### src/rtl/bird_collision_detect_if.sv
`default_nettype none
// ============================================================================
// Module      : bird_collision_detect_if
// Description : Game-side bundle between the playfield (bird/pipe columns,
//               start key, pipe advance strobe) and the collision/score
//               sequencer.
//               master : playfield side, drives start/bird_col/pipe_col/
//                        pipe_tick and observes status and score.
//               slave  : sequencer side, consumes the playfield signals and
//                        drives loss_detect/game_over/playing/score digits.
// Revision    : 1.0 - initial release
// ============================================================================
interface bird_collision_detect_if;
    logic       start;
    logic [7:0] bird_col;
    logic [7:0] pipe_col;
    logic       pipe_tick;
    logic       loss_detect;
    logic       game_over;
    logic       playing;
    logic [3:0] score_ones;
    logic [3:0] score_tens;

    modport master (
        output start, bird_col, pipe_col, pipe_tick,
        input  loss_detect, game_over, playing, score_ones, score_tens
    );

    modport slave (
        input  start, bird_col, pipe_col, pipe_tick,
        output loss_detect, game_over, playing, score_ones, score_tens
    );
endinterface
`default_nettype wire

### src/rtl/bird_collision_detect.sv
`default_nettype none
// ============================================================================
// Module      : bird_collision_detect
// Description : Compares the bird column against the pipe column at the bird's
//               x-position, detects the bird leaving the grid, keeps a
//               two-digit saturating BCD score and sequences the game through
//               IDLE -> PLAY -> LOSS (flash) -> OVER.
// Ports       : clock  - system clock
//               reset  - synchronous, active-high
//               bus    - slave side of bird_collision_detect_if
//                        (start, bird_col, pipe_col, pipe_tick in;
//                         loss_detect, game_over, playing, score digits out)
// Revision    : 1.0 - initial release
// ============================================================================
module bird_collision_detect #(
    parameter int EMPTY_LIMIT  = 3584,
    parameter int FLASH_CYCLES = 14336,
    parameter int CNT_W        = 14
) (
    input  wire logic              clock,
    input  wire logic              reset,
    bird_collision_detect_if.slave bus
);

    typedef enum logic [1:0] {
        S_IDLE = 2'd0,
        S_PLAY = 2'd1,
        S_LOSS = 2'd2,
        S_OVER = 2'd3
    } state_t;

    localparam logic [CNT_W-1:0] c_empty_last = CNT_W'(EMPTY_LIMIT - 1);
    localparam logic [CNT_W-1:0] c_flash_last = CNT_W'(FLASH_CYCLES - 1);
    localparam logic [CNT_W-1:0] c_cnt_one    = CNT_W'(1);

    state_t           r_state;
    state_t           w_state_next;
    logic [CNT_W-1:0] r_cnt;
    logic [CNT_W-1:0] w_cnt_next;
    logic [3:0]       r_ones;
    logic [3:0]       r_tens;
    logic             w_score_inc;
    logic             w_score_clr;
    logic             w_hit;
    logic             w_score_max;

    assign w_hit       = |(bus.bird_col & bus.pipe_col);
    assign w_score_max = (r_tens == 4'd9) && (r_ones == 4'd9);

    // State, cycle counter and score registers.
    always_ff @(posedge clock) begin
        if (reset) begin
            r_state <= S_IDLE;
            r_cnt   <= '0;
            r_ones  <= 4'd0;
            r_tens  <= 4'd0;
        end else begin
            r_state <= w_state_next;
            r_cnt   <= w_cnt_next;
            if (w_score_clr) begin
                r_ones <= 4'd0;
                r_tens <= 4'd0;
            end else if (w_score_inc && !w_score_max) begin
                if (r_ones == 4'd9) begin
                    r_ones <= 4'd0;
                    r_tens <= r_tens + 4'd1;
                end else begin
                    r_ones <= r_ones + 4'd1;
                end
            end
        end
    end

    // Next-state, counter and score control.
    // The counter is shared: in PLAY it measures consecutive empty-column
    // cycles, in LOSS it times the flash period.
    always_comb begin
        w_state_next = r_state;
        w_cnt_next   = r_cnt;
        w_score_inc  = 1'b0;
        w_score_clr  = 1'b0;
        case (r_state)
            S_IDLE: begin
                if (bus.start) begin
                    w_state_next = S_PLAY;
                    w_cnt_next   = '0;
                    w_score_clr  = 1'b1;
                end
            end
            S_PLAY: begin
                if (w_hit) begin
                    // A collision takes precedence over a same-cycle pipe pass.
                    w_state_next = S_LOSS;
                    w_cnt_next   = '0;
                end else if (bus.bird_col == 8'h00) begin
                    if (r_cnt == c_empty_last) begin
                        w_state_next = S_LOSS;
                        w_cnt_next   = '0;
                    end else begin
                        w_cnt_next = r_cnt + c_cnt_one;
                    end
                end else begin
                    w_cnt_next = '0;
                    if (bus.pipe_tick && (bus.pipe_col != 8'h00)) begin
                        w_score_inc = 1'b1;
                    end
                end
            end
            S_LOSS: begin
                if (r_cnt == c_flash_last) begin
                    w_state_next = S_OVER;
                    w_cnt_next   = '0;
                end else begin
                    w_cnt_next = r_cnt + c_cnt_one;
                end
            end
            S_OVER: begin
                if (bus.start) begin
                    w_state_next = S_PLAY;
                    w_cnt_next   = '0;
                    w_score_clr  = 1'b1;
                end
            end
            default: begin
                w_state_next = S_IDLE;
                w_cnt_next   = '0;
            end
        endcase
    end

    assign bus.playing     = (r_state == S_PLAY);
    assign bus.loss_detect = (r_state == S_LOSS) || (r_state == S_OVER);
    assign bus.game_over   = (r_state == S_OVER);
    assign bus.score_ones  = r_ones;
    assign bus.score_tens  = r_tens;

endmodule
`default_nettype wire

### src/flat_wrapper.sv
// flat-port wrapper written by rule: the top's interface ports become plain ports
module bird_collision_detect_flat 
#(
    parameter int EMPTY_LIMIT  = 3584,
    parameter int FLASH_CYCLES = 14336,
    parameter int CNT_W        = 14
)
  (clock, reset, bus_start, bus_bird_col, bus_pipe_col, bus_pipe_tick, bus_loss_detect, bus_game_over, bus_playing, bus_score_ones, bus_score_tens);
  bird_collision_detect_if bus_i ();
  input  wire logic clock;
  input  wire logic reset;
  input wire logic [$bits(bus_i.start)-1:0] bus_start;
  input wire logic [$bits(bus_i.bird_col)-1:0] bus_bird_col;
  input wire logic [$bits(bus_i.pipe_col)-1:0] bus_pipe_col;
  input wire logic [$bits(bus_i.pipe_tick)-1:0] bus_pipe_tick;
  output wire logic [$bits(bus_i.loss_detect)-1:0] bus_loss_detect;
  output wire logic [$bits(bus_i.game_over)-1:0] bus_game_over;
  output wire logic [$bits(bus_i.playing)-1:0] bus_playing;
  output wire logic [$bits(bus_i.score_ones)-1:0] bus_score_ones;
  output wire logic [$bits(bus_i.score_tens)-1:0] bus_score_tens;
  assign bus_i.start = bus_start;
  assign bus_i.bird_col = bus_bird_col;
  assign bus_i.pipe_col = bus_pipe_col;
  assign bus_i.pipe_tick = bus_pipe_tick;
  assign bus_loss_detect = bus_i.loss_detect;
  assign bus_game_over = bus_i.game_over;
  assign bus_playing = bus_i.playing;
  assign bus_score_ones = bus_i.score_ones;
  assign bus_score_tens = bus_i.score_tens;
  bird_collision_detect #(.EMPTY_LIMIT(EMPTY_LIMIT), .FLASH_CYCLES(FLASH_CYCLES), .CNT_W(CNT_W)) u_core (.clock(clock), .reset(reset), .bus(bus_i));
endmodule
### config.mk
export PLATFORM = sky130hd
export DESIGN_NAME = bird_collision_detect_flat
export DESIGN_NICKNAME = d
export VERILOG_FILES = /design/src/rtl/bird_collision_detect_if.sv /design/src/rtl/bird_collision_detect.sv /design/src/flat_wrapper.sv
export SDC_FILE = /design/constraint.sdc
export NUM_CORES = 1
export LEC_CHECK = 0
export ABC_AREA = 1
export CAP_MARGIN = 20
export CORE_ASPECT_RATIO = 1.25
export CORE_MARGIN = 1.5
export CORE_UTILIZATION = 46
export DETAILED_ROUTE_END_ITERATION = 6
export PLACE_DENSITY = 0.85
export RECOVER_POWER = 25
export SYNTH_ARGS = -nofsm -noshare
export SYNTH_HDL_FRONTEND = slang
export SYNTH_SLANG_ARGS = --single-unit
### constraint.sdc
create_clock -name clock -period 1.7 [get_ports clock]
set_input_delay 0.34 -clock clock [delete_from_list [all_inputs] [get_ports clock]]
set_output_delay 0.34 -clock clock [all_outputs]
set_load 0.01 [all_outputs]
Word-level counts from Yosys, hierarchy flattened
Cells that the tools add are included.

Add/sub/neg operators: 3. Eq/ne operators: 11. Muxes and demuxes: 19. Bitwise operators: 1. Reduce and logical (&&, ||, !) cells: 13.

Operator list (count): 2-to-1 mux 14 bit (5); one-hot mux 14 bit (3 select lines) (1); adder 14 x 1 -> 14 bit (second input constant) (1); == test 14 x 12 -> 1 bit (second input constant) (1); == test 14 bit (second input constant) (1); 2-to-1 mux 2 bit (5); adder 4 x 1 -> 4 bit (second input constant) (2); bitwise AND 8 bit (1); == test 4 bit (second input constant) (2); logical NOT 8 bit (1); nonzero test 8 bit (1); OR reduction 8 bit (1); 2-to-1 mux 1 bit (6); inequality test 3 x 1 -> 1 bit (second input constant) (2); one-hot mux 2 bit (3 select lines) (1); == test 2 bit (second input constant) (2); 2-to-1 mux 4 bit (1); inequality test 2 x 1 -> 1 bit (second input constant) (2); AND reduction 4 bit (1); OR reduction 2 bit (2); logical AND 1 bit (3); == test 2 x 1 -> 1 bit (second input constant) (1); logical NOT 2 bit (1); AND reduction 2 bit (1); other kinds (2) (2).

Register bits after elaboration: 24. Output and inout bits: 11.

Longest topological paths before layout
Word-level depth: 8. Mapped depth: 11. Depth with buffers taken out: 11.

Worst setup path after synthesis
No wires, ideal clock.

Path type: flip-flop to flip-flop. Start point: register u_core.r_state[0]. End point: register u_core.r_cnt[9]. Library setup time: 0.116 ns. Data arrival time: 1.507 ns. Data required time: 1.584 ns. Slack: 0.077 ns. Cell stages (with the launch flop): 10. Buffers on the path: 0. Clock period less this slack: 1.623 ns. Cells stage by stage: dfxtp_1 > inv_1 > ha_1 > inv_1 > nor2_4 > inv_1 > nand3_2 > nor3_1 > xor2_1 > nor2_1.

Cells in the longest elaborated chain, start to end: 3. Elaborated cells on any way between the ends: 7. Those cells by class: eq/ne (4); mux (1); reduce/logical (2).

RTL lines: from (decl) (RTL line bird_collision_detect.sv:36) `state_t r_state;`; from (signal assigned) (RTL line bird_collision_detect.sv:58) `r_state <= w_state_next;`; == test 2 bit / logical NOT 2 bit (equally long branches) (RTL line bird_collision_detect.sv:82) `case (r_state)`; OR reduction 2 bit (no source line); one-hot mux 14 bit (3 select lines) / inequality test 2 x 1 -> 1 bit (equally long branches); to (signal assigned) (RTL line bird_collision_detect.sv:59) `r_cnt <= w_cnt_next;`; to (decl) (RTL line bird_collision_detect.sv:38) `logic [CNT_W-1:0] r_cnt;`.

Parallel ways exist; a longest one is shown, timed or not. A chain may end at the register's enable or synchronous reset.

Final worst setup path
Start point: register u_core.r_ones[0], in the netlist u_core.bus.score_ones[0]. End point: output port bus_score_ones[0].

RTL lines: from (decl) (RTL line bird_collision_detect.sv:40) `logic [3:0] r_ones;`; from (signal assigned) (RTL line bird_collision_detect.sv:68) `r_ones <= r_ones + 4'd1;`; to (decl) (RTL line flat_wrapper.sv:19) `output wire logic [$bits(bus_i.score_ones)-1:0] bus_score_ones;`.

No word-level cell between the ends.

==> results.json <==
{
  "max-cap-violations": 0,
  "final_area_mm2": 0.00200,
  "leakagePower_nw": 0.797,
  "tightest_slew_ns": 0.318,
  "nFillCells": 288,
  "globalplace.congestion": 0.783,
  "critPathArrivalTime_ns": 1.29,
  "synth.top_cell.area_share": 0.318,
  "drv_slew": 0,
  "io_pins": 31,
  "cp_top_family": "buffers and inverters",
  "syn_area_per_cell_um2": 6.97,
  "hold_class": "flip-flop to flip-flop",
  "postRouteAntennaNets": 0,
  "hold_violations": 0,
  "cts_root_buf": "clkbuf_8",
  "ir_worst_vdd_uv": 749,
  "antenna_found_initial": 0,
  "routed_wl_um": 3220,
  "drive_gt1_frac": 0.182,
  "finalCriticalPeriod_ns": 1.63,
  "cts_htree_levels": 1,
  "drc": 0,
  "synth_compound_area_frac": 0.0464,
  "clk_latency_ns": 0.27,
  "portBuffers": 30,
  "synth_common_cells": "nand2_1, nor2_1, inv_1",
  "cts_sinks": 24,
  "synthAdderAreaFrac": 0.0497,
  "setup_viol": 0,
  "start_util": 0.477,
  "die_x_um": 54.3,
  "synth_area_leaders": "dfxtp_1, nand2_1, nor2_1",
  "drtIter0Drc": 26,
  "fin_crit_sh": 0.959,
  "netlist_area_mm2": 0.00151,
  "hold_depth": 2,
  "yosys.cell_count.top_type": "nand2_1",
  "cp_cell_sequence": "clkdlybuf4s50_1",
  "routed_via_density": 4.80,
  "critPathMaxStageDelay_ns": 0.58,
  "synthXorXnorAreaFrac": 0.0869,
  "reg2reg_depth": 8,
  "yosysTopAreaCell": "dfxtp_1",
  "fmax_ghz": 0.614,
  "firstDrtPassIters": 4,
  "synthFlopType": "dfxtp_1",
  "syn2layout_area_growth_pct": 32.3,
  "synthSimpleGateAreaFrac": 0.412,
  "syn-num-nets": 243,
  "synth-seq-cells": 24,
  "worst_setup_path_end_kind": "output pin",
  "postSynthCellCount": 217,
  "worst-path-stages": 1,
  "grt_max_degree": 15,
  "rsz0062_at_grt": "false",
  "synthArstFlopShare": 0,
  "place_area_mm2": 0.00190,
  "status": "complete, no violations",
  "core-area_mm2": 0.00317,
  "grt_pass1_vias": 1350,
  "powerDensity_mw_per_mm2": 902,
  "synth_top_family_by_area": "simple AND/OR/NAND/NOR gates",
  "fin_util": 0.632,
  "grt_usage": 0.194,
  "die_y_um": 67.1,
  "final_net_count": 285,
  "synth_edf_count": 0,
  "diodes": 0,
  "crit_required_ns": 1.36,
  "clk_pin_slew_ns": 0.09,
  "vias": 1417,
  "stdcell_count": 295,
  "path_buf_inv": 1,
  "ys_warn_count": 0,
  "dieArea_mm2": 0.00364,
  "grt_pass1_wl_um": 5310,
  "cp-start-kind": "flip-flop",
  "cts_made_buffers": 3,
  "crit_slowest_cell": "clkdlybuf4s50_1",
  "yosysSeqAreaShare": 0.318,
  "dp.final_hpwl_um": 2540,
  "avgRoutedWirePerCell_um": 10.9,
  "slew_headroom": 0.788,
  "cts_tree": "built",
  "clk_path_buf_depth": 2,
  "path_max_fanout": 7,
  "place_inst": 291,
  "finClkSkew_ns": 0.00603,
  "worstSetupPathType": "flip-flop to output pin",
  "overflow": 0,
  "synth_cell_types": 24,
  "synthMuxAreaShare": 0.00662,
  "placementRows": 23
}
## report_power, final
group	internal (W)	switching, W	leakage (nW)	total [W]
combinational	0.000295	0.000377	0.567	0.000672
clock	0.000315	0.000184	0.0357	0.000499
sequential	0.000598	0.0000341	0.194	0.000632
total	0.00121	0.000595	0.797	0.00180
## through the flow
stage | setup slack (ns) | power [W] | hold slack, ns | setup TNS [ns]
global route | 0.0248 | 0.00190 | 0.532 | 0
CTS | 0.0519 | 0.00176 | 0.509 | 0
global placement | -0.109 | 0.00125 | 0.488 | -1.22
detailed placement | -0.146 | 0.00126 | 0.491 | -1.60
finish | 0.0703 | 0.00180 | 0.500 | 0
floorplan | 0.0775 | 0.00105 | 0.498 | 0
## cell usage in the layout, fill, tap and decap left out, types with 2 or more instances in the layout
| cell type | Yosys | routed |
|---|---|---|
| xnor2_1 | 5 | 5 |
| o21ai_0 | 5 | 4 |
| clkdlybuf4s50_1 | 0 | 23 |
| nand4_1 | 2 | 2 |
| nand3_2 | 3 | 2 |
| dlygate4sd3_1 | 0 | 4 |
| xor2_1 | 10 | 10 |
| nor2_4 | 4 | 4 |
| nor2_2 | 12 | 14 |
| nand2_1 | 50 | 50 |
| o21ai_1 | 2 | 3 |
| buf_4 | 0 | 8 |
| ha_1 | 6 | 4 |
| inv_1 | 26 | 24 |
| dlygate4sd2_1 | 0 | 2 |
| inv_2 | 1 | 3 |
| nand3_1 | 10 | 10 |
| dfxtp_1 | 24 | 23 |
| a21oi_1 | 7 | 7 |
| clkbuf_8 | 0 | 3 |
| nand2_2 | 3 | 3 |
| nor2_1 | 39 | 37 |
## per-layer routing
metal | vias up | wire length (um) | global-route usage
met3 | 7 | 77 | 0.0202
met1 | 643 | 1260 | 0.190
met2 | 20 | 1820 | 0.383
met5 | - | 0 | 0
li1 | 747 | - | -
met4 | 0 | 62 | 0.0875
## layout make-up
class | instances | area [um2] | share of cell area
Clock inverter | 1 | 30.0 | 0.0150
Inverter | 27 | 101 | 0.0507
Tap cell | 37 | 46.3 | 0.0232
Timing Repair Buffer | 38 | 353 | 0.176
Sequential cell | 24 | 482 | 0.241
Multi-Input combinational cell | 165 | 946 | 0.473
Clock buffer | 3 | 41.3 | 0.0207
## final timing paths
kind,startpoint,end,slack [ns]
min reg2reg,u_core.bus.score_tens[3],u_core.bus.score_tens[3],0.50
min,u_core.bus.score_tens[3],u_core.bus.score_tens[3],0.50
max,u_core.bus.score_ones[0],bus_score_ones[0],0.07
max reg2reg,u_core.r_state[1],u_core.r_cnt[9],0.15
## repair_timing
item | 4_1_cts | 5_1_grt
pin swaps | 1 | 1
endpoints found under the setup margin | 5 | 16
hold buffers | 0 | 0
gates resized for setup | 11 | 6
setup buffers | 0 | 0
## sequential cells by signal, indices dropped and copies added (netlist names)
name	cells
u_core.bus.score_tens	4
u_core.r_cnt	14
u_core.r_state	2
u_core.bus.score_ones	4
## cells by family (layout without fill, tap and decap cells)
logic type / Yosys count / count (layout)
fa+ha+maj: 6 / 6
flops: 24 / 24
compound gates: 14 / 14
buf+inv: 28 / 69
simple gates: 129 / 129
mux: 1 / 1
xor+xnor: 15 / 15
Note: power is estimated with default switching activity, not from simulation.
